<file path="src/rtl/ram_read_streamer.sv">
// ram_read_streamer: read-side burst controller for port B of the simple dual
// port RAM. Issues sequential reads, tracks them through the RAM read pipeline
// with a tag shift register, buffers returned words in a credit-protected FIFO
// and presents them as a valid/ready stream with a last flag.
//
// Ports:
//   clk, rst        clock, asynchronous active-high reset
//   start           burst command strobe (sampled only while idle)
//   start_addr      first word address
//   len             number of words, 0..MEM_DEPTH
//   busy            high from command acceptance until burst completion
//   done            one-cycle completion pulse
//   ram_addrb       RAM port B address
//   ram_renb        RAM port B read enable (advances the RAM read pipeline)
//   ram_doutb       RAM port B read data
//   m_data/m_valid/m_ready/m_last   output stream
module ram_read_streamer #(
  parameter int unsigned DATA_WIDTH = 32,
  parameter int unsigned MEM_DEPTH  = 1024,
  parameter int unsigned RD_LATENCY = 3,
  parameter int unsigned FIFO_DEPTH = 4,
  localparam int unsigned ADDR_WIDTH = $clog2(MEM_DEPTH)
) (
  input  logic                  clk,
  input  logic                  rst,
  input  logic                  start,
  input  logic [ADDR_WIDTH-1:0] start_addr,
  input  logic [ADDR_WIDTH:0]   len,
  output logic                  busy,
  output logic                  done,
  output logic [ADDR_WIDTH-1:0] ram_addrb,
  output logic                  ram_renb,
  input  logic [DATA_WIDTH-1:0] ram_doutb,
  output logic [DATA_WIDTH-1:0] m_data,
  output logic                  m_valid,
  input  logic                  m_ready,
  output logic                  m_last
);

  localparam int unsigned LEN_W = ADDR_WIDTH + 1;
  localparam int unsigned PTR_W = $clog2(FIFO_DEPTH);
  localparam int unsigned CNT_W = PTR_W + 1;
  localparam int unsigned INF_W = $clog2(RD_LATENCY + 1);
  localparam int unsigned OCC_W = $clog2(FIFO_DEPTH + RD_LATENCY + 1) + 1;

  typedef enum logic [1:0] {
    IDLE  = 2'd0,
    ISSUE = 2'd1,
    DRAIN = 2'd2,
    FLUSH = 2'd3
  } state_t;

  typedef struct packed {
    logic                  last;
    logic [DATA_WIDTH-1:0] data;
  } entry_t;

  state_t                state_q, state_d;
  logic                  busy_q, busy_d;
  logic                  done_q, done_d;
  logic [ADDR_WIDTH-1:0] addr_q, addr_d;
  logic [LEN_W-1:0]      rem_q, rem_d;
  logic [LEN_W-1:0]      len_q, len_d;
  logic [LEN_W-1:0]      cap_cnt_q, cap_cnt_d;
  logic [RD_LATENCY-1:0] tag_q, tag_d;
  entry_t                fifo_q [FIFO_DEPTH];
  entry_t                fifo_d [FIFO_DEPTH];
  logic [PTR_W-1:0]      wr_ptr_q, wr_ptr_d;
  logic [PTR_W-1:0]      rd_ptr_q, rd_ptr_d;
  logic [CNT_W-1:0]      count_q, count_d;
  logic                  m_valid_q, m_valid_d;
  logic                  m_last_q, m_last_d;
  logic [DATA_WIDTH-1:0] m_data_q, m_data_d;

  logic                  issue;
  logic                  pop;
  logic                  last_pop;
  logic                  capture;
  logic [INF_W-1:0]      inflight;
  logic [OCC_W-1:0]      occ;
  logic                  credit_ok;
  entry_t                cap_entry;
  entry_t                head;

  assign busy      = busy_q;
  assign ram_renb  = busy_q;
  assign done      = done_q;
  assign ram_addrb = addr_q;
  assign m_valid   = m_valid_q;
  assign m_last    = m_last_q;
  assign m_data    = m_data_q;

  // Handshake and credit: words in flight plus buffered words, less the word
  // leaving this cycle, must leave room for one more issue.
  always_comb begin
    pop      = m_valid_q & m_ready;
    last_pop = pop & m_last_q;
    inflight = '0;
    for (int i = 0; i < int'(RD_LATENCY); i++) begin
      inflight = inflight + INF_W'(tag_q[i]);
    end
    occ       = OCC_W'(count_q) + OCC_W'(inflight) - OCC_W'(pop);
    credit_ok = (occ < OCC_W'(FIFO_DEPTH));
  end

  // Burst control FSM: next state, issue decision and status outputs.
  always_comb begin
    state_d = state_q;
    busy_d  = busy_q;
    done_d  = 1'b0;
    addr_d  = addr_q;
    rem_d   = rem_q;
    len_d   = len_q;
    issue   = 1'b0;
    unique case (state_q)
      IDLE: begin
        if (start) begin
          if (len == '0) begin
            done_d = 1'b1;
          end else begin
            addr_d  = start_addr;
            rem_d   = len;
            len_d   = len;
            busy_d  = 1'b1;
            state_d = ISSUE;
          end
        end
      end
      ISSUE: begin
        if ((rem_q != '0) && credit_ok) begin
          issue  = 1'b1;
          addr_d = (addr_q == ADDR_WIDTH'(MEM_DEPTH - 1)) ? '0 : addr_q + ADDR_WIDTH'(1);
          rem_d  = rem_q - LEN_W'(1);
          if (rem_q == LEN_W'(1)) begin
            state_d = DRAIN;
          end
        end
      end
      DRAIN: begin
        // The last word can be consumed in the same cycle inflight empties.
        if (last_pop) begin
          busy_d  = 1'b0;
          done_d  = 1'b1;
          state_d = IDLE;
        end else if (inflight == '0) begin
          state_d = FLUSH;
        end
      end
      FLUSH: begin
        if (last_pop) begin
          busy_d  = 1'b0;
          done_d  = 1'b1;
          state_d = IDLE;
        end
      end
      default: state_d = IDLE;
    endcase
  end

  // Tag pipe mirrors the RAM read pipeline; a 1-tag exiting marks valid data.
  always_comb begin
    tag_d    = '0;
    tag_d[0] = issue;
    for (int i = 1; i < int'(RD_LATENCY); i++) begin
      tag_d[i] = tag_q[i-1];
    end
    capture = tag_q[RD_LATENCY-1];
  end

  // Output FIFO with registered head: m_data/m_last/m_valid reflect the
  // post-update head so the stream outputs are plain flops.
  always_comb begin
    cap_entry.last = ((cap_cnt_q + LEN_W'(1)) == len_q);
    cap_entry.data = ram_doutb;
    fifo_d    = fifo_q;
    wr_ptr_d  = wr_ptr_q;
    rd_ptr_d  = rd_ptr_q;
    cap_cnt_d = cap_cnt_q;
    if (capture) begin
      fifo_d[wr_ptr_q] = cap_entry;
      wr_ptr_d         = wr_ptr_q + PTR_W'(1);
      cap_cnt_d        = cap_cnt_q + LEN_W'(1);
    end
    if (pop) begin
      rd_ptr_d = rd_ptr_q + PTR_W'(1);
    end
    if (state_q == IDLE) begin
      cap_cnt_d = '0;
    end
    count_d   = count_q + CNT_W'(capture) - CNT_W'(pop);
    head      = fifo_d[rd_ptr_d];
    m_valid_d = (count_d != '0);
    m_last_d  = m_valid_d & head.last;
    m_data_d  = head.data;
  end

  // State registers.
  always_ff @(posedge clk or posedge rst) begin
    if (rst) begin
      state_q   <= IDLE;
      busy_q    <= 1'b0;
      done_q    <= 1'b0;
      addr_q    <= '0;
      rem_q     <= '0;
      len_q     <= '0;
      cap_cnt_q <= '0;
      tag_q     <= '0;
      for (int i = 0; i < int'(FIFO_DEPTH); i++) begin
        fifo_q[i] <= '0;
      end
      wr_ptr_q  <= '0;
      rd_ptr_q  <= '0;
      count_q   <= '0;
      m_valid_q <= 1'b0;
      m_last_q  <= 1'b0;
      m_data_q  <= '0;
    end else begin
      state_q   <= state_d;
      busy_q    <= busy_d;
      done_q    <= done_d;
      addr_q    <= addr_d;
      rem_q     <= rem_d;
      len_q     <= len_d;
      cap_cnt_q <= cap_cnt_d;
      tag_q     <= tag_d;
      fifo_q    <= fifo_d;
      wr_ptr_q  <= wr_ptr_d;
      rd_ptr_q  <= rd_ptr_d;
      count_q   <= count_d;
      m_valid_q <= m_valid_d;
      m_last_q  <= m_last_d;
      m_data_q  <= m_data_d;
    end
  end

endmodule

</file>
<file path="config.mk">
export PLATFORM = sky130hd
export DESIGN_NAME = ram_read_streamer
export DESIGN_NICKNAME = d
export VERILOG_FILES = /design/src/rtl/ram_read_streamer.sv
export SDC_FILE = /design/constraint.sdc
export NUM_CORES = 1
export LEC_CHECK = 0
export BUFFER_PORTS_ARGS = -buffer_cell sky130_fd_sc_hd__buf_2
export CELL_PAD_IN_SITES_DETAIL_PLACEMENT = 0
export CELL_PAD_IN_SITES_GLOBAL_PLACEMENT = 1
export CORE_MARGIN = 10
export CORE_UTILIZATION = 35
export CTS_CLUSTER_SIZE = 30
export DETAILED_ROUTE_END_ITERATION = 8
export PLACE_DENSITY_LB_ADDON = 0.05
export SETUP_SLACK_MARGIN = 0.3
export SLEW_MARGIN = 15
export SYNTH_ARGS = -nofsm -noshare
export SYNTH_HDL_FRONTEND = slang
export SYNTH_SLANG_ARGS = --single-unit
</file>
<file path="constraint.sdc">
create_clock -name clk -period 20.8 [get_ports clk]
set_input_delay 3.12 -clock clk [delete_from_list [all_inputs] [get_ports clk]]
set_output_delay 3.12 -clock clk [all_outputs]
set_load 0.1 [all_outputs]
</file>
==> run metrics, run 1 <==
outcome=complete, no violations; Slew Limit Fails=0; CTS Buffer Depth=3; number of routed nets with antenna violations=0; diode count=0; Tcrit/Tclk final=25.2%; final net count=905; drt pass-1 iters=4; placed instance count=1182; Area growth, synth to finish=17.6%; Ys Warns=0; DIE AREA=35400 µm²; layout cell share with drive strength beyond 1=39.3%; setup TNS=0 ps; CP endpoint kind=flip-flop; All-Layer GR Usage=13.2%; routed vias/inst=5.04; Finished Layout Cells=1228; Clock Latency Late Sink=530 ps; fill cell count=2613; Final Worst Setup Slack=15550 ps; fin crit period=5250 ps; drt drc=0; # hold bufs at CTS=0; CTS clk-pin slew, worst paths=60 ps; first-pass GRT wire length=38.3 mm; Final Setup Violations=0; Post-CTS Setup Bufs=0; vias in the first global route=6925; Die X-Extent=188 µm; crit path max fanout=11; critical path class=in -> reg; sequential element share of the synthesized area=56.4%; Place WS=14840 ps; Mapped Cells=736; Post-Route Skew=13.1 ps; Critical Path Max Stage Delay=420 ps; CTS tree=built; relative slew slack=27.1%; I/O pin count=104; CP Data Required Time=21210 ps; Core ar.=27900 µm²; max-cap violations=0; most common cell after layout, fill and taps aside=dfrtp_1; DR iter-0 viols=315; Net Count, Synth=809; actual slew at the worst max-slew pin=1090 ps; class of the worst hold path=reg -> reg; commonest register cell after synthesis=dfrtp_1; CTS H-tree depth=1; via count=6187; Cell Area, Synth=9900 µm²; Slowest cell on crit path=nor4_1; post-DP HPWL=15.3 mm; Post-CTS Resized=0; WL per Instance=19.1 µm; most frequent cells in the layout=dfrtp_1 (223), mux2_2 (138), buf_2 (103); FF+latch count, synth=223; crit path DAT=5650 ps; Synth cell types=53; syn_area_per_cell=13.5 µm²; Clock Sinks=223; final wirelength=23.5 mm; largest net degree at the start of global routing=163; Initial Utilization=35.5%; die height=188 µm; async set or reset register ratio after synthesis=100%; RD Place Congestion=0.788; TritonCTS Buffers=26; Worst Setup Start Kind=input pin; RSZ-0062 raised after global routing=no; Port Buffer Count=103; critical-path cell list=buf_2 -> nand2_1 -> inv_1 -> ha_1 -> inv_1 -> ha_1 -> and3b_1 -> nor4_1 -> o221a_4 -> or2_1 -> o21ai_1 -> a22o_1; Hold WS=376 ps; Row Count=61; clk root buf=clkbuf_16; antenna violations before repair=0; overflow left after global routing=0; Post-synth EDFFs=0; maximum clock rate=191 MHz; count of final hold-check violations=0
final timing paths:
check | startpoint | end | slack, ps | cells past startpoint
min | tag_q[0] | tag_q[1] | 380 | 0
max in group asynchronous | rst | fifo_q[129] | 16670 | 3
min in group asynchronous | rst | fifo_q[72] | 2770 | 2
max reg2reg | tag_q[2] | rem_q[10] | 16930 | 11
min reg2reg | tag_q[0] | tag_q[1] | 380 | 0
max | m_ready | rem_q[10] | 15550 | 12
stage by stage:
stage | area, µm² | utilization, %
final | 11600 | 41.8
after global routing | 11600 | 41.8
after CTS | 11600 | 41.8
after detailed placement | 10800 | 38.8
after global placement | 10800 | 38.8
after floorplan | 9900 | -
worst max-delay path: cells and delay by family:
family	cells	cell delay, ps
buffers and inverters	3	300
AND/OR/NAND/NOR	4	1160
AO/OA/AOI/OAI	3	640
adder cells (fa/ha/maj)	2	430
synth_stat cells (2+ instances only):
master | number | area, µm²
a21oi_2 | 2 | 17.5
a22oi_1 | 2 | 15.0
a21o_1 | 2 | 15.0
and3b_1 | 2 | 17.5
fa_1 | 2 | 40.0
o2bb2ai_2 | 2 | 30.0
nor3_1 | 14 | 70.1
or3_1 | 7 | 43.8
ha_1 | 14 | 175
inv_1 | 28 | 105
nor2_1 | 31 | 116
o21ai_0 | 11 | 55.1
a31oi_1 | 3 | 18.8
nand3_1 | 11 | 55.1
o21ai_1 | 24 | 120
xor2_1 | 15 | 131
clkbuf_1 | 31 | 116
dfrtp_1 | 223 | 5580
buf_2 | 5 | 25.0
nor2b_1 | 2 | 12.5
nand2_1 | 33 | 124
and3_1 | 3 | 18.8
xnor2_1 | 16 | 140
buf_4 | 2 | 15.0
mux2_2 | 138 | 1550
nor4_1 | 7 | 43.8
mux4_2 | 33 | 743
buf_6 | 2 | 22.5
o22ai_1 | 5 | 31.3
o21ai_2 | 2 | 17.5
nand4_1 | 11 | 68.8
nor3b_1 | 2 | 15.0
a211oi_1 | 5 | 37.5
nand2b_1 | 2 | 12.5
a21oi_1 | 26 | 130
cell type report:
cell class	instances	area [µm²]	area share, %
Tap cell	378	473	4.06
Clock inverter	9	106	0.913
Clock buffer	37	722	6.20
Inverter	28	118	1.01
Sequential cell	223	5580	47.9
Multi-Input combinational cell	444	4080	35.1
Timing Repair Buffer	109	561	4.81
state kept, by name (all words and copies together), names as in the netlist:
name       cells
wr_ptr_q       2
rd_ptr_q       2
done           1
m_data        32
tag_q          3
cap_cnt_q     11
rem_q         11
state_q        2
m_last         1
ram_addrb     10
m_valid        1
len_q         11
count_q        3
fifo_q       132
busy           1
logic make-up after synthesis:
group	count (synthesis)	synth area share, %
AOI/OAI and AO/OA	95	6.08
xor gates and xnor gates	31	2.74
adders and majority gates	16	2.17
buffers and inverters	69	2.91
DFF	223	56.4
muxes	172	23.3
and+or+nand+nor	130	6.42
per-layer routing:
layer	share of wire, %	wire (µm)	up-vias	global-route usage (%)
li1	-	-	2847	-
met1	45	10500	3181	17.1
met2	49	11500	131	22.3
met3	4.8	1130	28	2.94
met4	1.6	387	0	2.83
met5	0	0	-	0
Power of run 1 is left out: the tool's default activity adds up to more than one toggle a clock period on the data nets, which glitch-free logic cannot reach.
==> run 2, diff against run 1 <==
--- a/config.mk
+++ b/config.mk
@@ -5,6 +5,7 @@
 export SDC_FILE = /design/constraint.sdc
 export NUM_CORES = 1
 export LEC_CHECK = 0
+export ABC_AREA = 1
 export BUFFER_PORTS_ARGS = -buffer_cell sky130_fd_sc_hd__buf_2
 export CELL_PAD_IN_SITES_DETAIL_PLACEMENT = 0
 export CELL_PAD_IN_SITES_GLOBAL_PLACEMENT = 1
==> constraint.sdc (replaced) <==
create_clock -name clk -period 4.4 [get_ports clk]
set_input_delay 0.66 -clock clk [delete_from_list [all_inputs] [get_ports clk]]
set_output_delay 0.66 -clock clk [all_outputs]
set_load 0.1 [all_outputs]
==> run 2 against run 1 <==
Net effect: sequential cell count did not move; utilization decreased by 0.25 points; routed wire length grew 14%; non-clock buffer count is 7 higher; hold slack worse by 92 ps; sequential share of layout area shrank 1.1 points; critical path depth rose by 2; global-route usage rose by 1.6 points; design area increased by 2.4%; count of clock-buffer cells in the layout down 2; via count rose by 29%; synthesized cell count increased by 65%; largest cell class unchanged.
==> run metrics, run 2 <==
outcome=complete, no violations; WL per Instance=15.8 µm (-17%); Yosys top cell area share=54.8% (-1.6 points); Ys Warns=0 (unchanged); overflow left after global routing=0 (unchanged); sequential element share of the synthesized area=54.8% (-1.6 points); r2r setup slk=1160 ps (-15770 ps); Area growth, synth to finish=17.0%; Worst VDD drop=0.455 mV; cell repeated most along the worst path=nand2_1; Clock Latency Late Sink=540 ps (about the same); Post-CTS Resized=0 (unchanged); RSZ-0062 raised after global routing=no; largest net degree at the start of global routing=114 (-30%); most frequent cells in the layout=nand2_1 (247), dfrtp_1 (223), o21ai_0 (221); CTS Buffer Depth=3 (unchanged); final wirelength=26.8 mm (+14%); crit path DAT=3660 ps (-1990 ps); Initial Utilization=35.5% (-0.043 points); Worst Setup Start Kind=flip-flop; max FFs per register=132 (unchanged); antenna violations before repair=0 (unchanged); Lkg Pwr=5.80 nW; largest area contributor in the netlist=dfrtp_1; Mapped Cells=1214 (+65%); count leader, synth=nand2_1; first-pass GRT wire length=44.1 mm (+15%); actual slew at the worst max-slew pin=982 ps (-108 ps); drt drc=0 (unchanged); async set or reset register ratio after synthesis=100% (unchanged); vias in the first global route=8140 (+18%); die height=191 µm (+1.3%); max-cap violations=0 (unchanged); Core ar.=28700 µm² (+3.0%); TritonCTS Buffers=26 (unchanged); DIE AREA=36300 µm² (+2.6%); routed vias/inst=4.68 (-7.2%); Slew Limit Fails=0 (unchanged); relative slew slack=34.5% (+7.4 points); Synth top cells by count=nand2_1 (250), dfrtp_1 (223), o21ai_0 (221); via count=7962 (+29%); CP endpoint kind=flip-flop; Net Count, Synth=1287 (+59%); RD Place Congestion=0.745 (-5.4%); Slowest cell on crit path=dfrtp_1; Power per Cell Area=881 nW/µm²; fin crit period=3240 ps; Net Sw Frac=47.5%; Power Internal=5.52 mW; most common cell after layout, fill and taps aside=nand2_1; Post-CTS Setup Bufs=0 (unchanged); CTS tree=built; Port Buffer Count=103 (unchanged); CTS clk-pin slew, worst paths=60 ps (about the same); synth top area cells=dfrtp_1 (55%), o21ai_0 (11%), nand2_1 (9.2%); Post-Route Skew=15.8 ps (+2.69 ps); Clock Sinks=223 (unchanged); Most flops, register=fifo_q; I/O pin count=104 (unchanged); DR iter-0 viols=369 (+17%); Final Setup Violations=0 (unchanged); CTS H-tree depth=1 (unchanged); number of routed nets with antenna violations=0 (unchanged); crit path max fanout=41 (+30); CP Data Required Time=4820 ps (-16390 ps); critical path class=reg -> reg; class of the worst hold path=in -> async; Cell Area, Synth=10200 µm² (+2.9%); final net count=1371 (+51%); Seq pwr share=32.4%; clock power share=20.4%; drt pass-1 iters=5 (+1); commonest register cell after synthesis=dfrtp_1; Die X-Extent=191 µm (+1.3%); layout cell share with drive strength beyond 1=14.5% (-25 points); Critical Path Max Stage Delay=520 ps (+100 ps); setup TNS=0 ps (unchanged); # hold bufs at CTS=0 (unchanged); Hold WS=284 ps (-92.1 ps); syn_area_per_cell=8.39 µm² (-38%); count of final hold-check violations=0 (unchanged); NetSw=4.99 mW; maximum clock rate=309 MHz; Post-synth EDFFs=0 (unchanged); Tot Pwr=10.5 mW; All-Layer GR Usage=14.8% (+1.6 points); Synth cell types=35 (-34%); clk root buf=clkbuf_16; Comb pwr share=47.2%; critical-path cell list=inv_1 -> fa_1 -> ha_1 -> inv_1 -> ha_1 -> a21oi_1 -> or2_2 -> nand4_1 -> or2_2 -> nand2_1 -> buf_4 -> o211ai_1 -> nand2_1 -> nand2_1; post-DP HPWL=16.7 mm (+9.0%); FF+latch count, synth=223 (unchanged); Tcrit/Tclk final=73.6%; Row Count=62 (+1.6%)
run 2: cell families (layout without fill, tap and decap cells):
kind of cell    count (synthesis)  count (layout)  synth area share (%)
xor+xnor                        7               7                 0.602
other cells                     0               1                     0
fa+ha+maj                      16              16                  2.11
compound gates                317             317                  16.5
simple gates                  418             418                  17.2
buf+inv                       233             337                  8.89
flops                         223             223                  54.8
run 2: worst paths after layout:
kind / from / endpoint / cells after the start
hold / removal: rst / m_data[30] / 3
hold reg to reg: tag_q[0] / tag_q[1] / 0
setup reg to reg: tag_q[2] / rem_q[9] / 14
max in group asynchronous: rst / fifo_q[18] / 3
setup / recovery: tag_q[2] / rem_q[9] / 14
min in group clk: tag_q[0] / tag_q[1] / 0
run 2: area by class of cell:
cell class	instances	area, µm²
fillers	2985	16800
flip-flops and latches	223	5580
multi-input cells	758	3720
clock buffers	35	724
inverters	173	653
repair buffers	116	638
well taps	384	480
clock inverters	13	129
diodes	1	2.50
run 2: metal layers:
layer | vias to the layer above | global-route usage (%) | wire length [µm]
li1 | 4073 | - | -
met1 | 3772 | 21.1 | 13600
met2 | 95 | 23.1 | 12000
met3 | 22 | 2.65 | 1030
met4 | 0 | 2.91 | 299
met5 | - | 0 | 0
run 2: power groups by stage:
stage	registers (mW)	logic (mW)	clock network, mW
after floorplan	4.87	2.45	0
after global placement	3.43	4.99	0
after detailed placement	3.44	5.00	0
after CTS	3.42	5.03	2.22
after global routing	3.52	5.56	2.31
final	3.41	4.96	2.15
run 2: critical path: cells and delay by family, from the launching register on:
family	cells	cell delay [ps]
compound gates	2	340
fa+ha+maj	3	970
buf+inv	3	580
flops	1	520
simple gates	6	710
run 2: through the flow:
stage               setup WS, ps  utilization (%)  instance area [µm²]  std cells
floorplan                    830                -                10200       1214
CTS                         1140             41.5                11900       1702
finish                      1160             41.5                11900       1703
global route                 862             41.5                11900       1702
detailed placement          1150             38.6                11100       1654
global placement            1210             38.6                11100       1654
(Power assumes the default switching activity.)
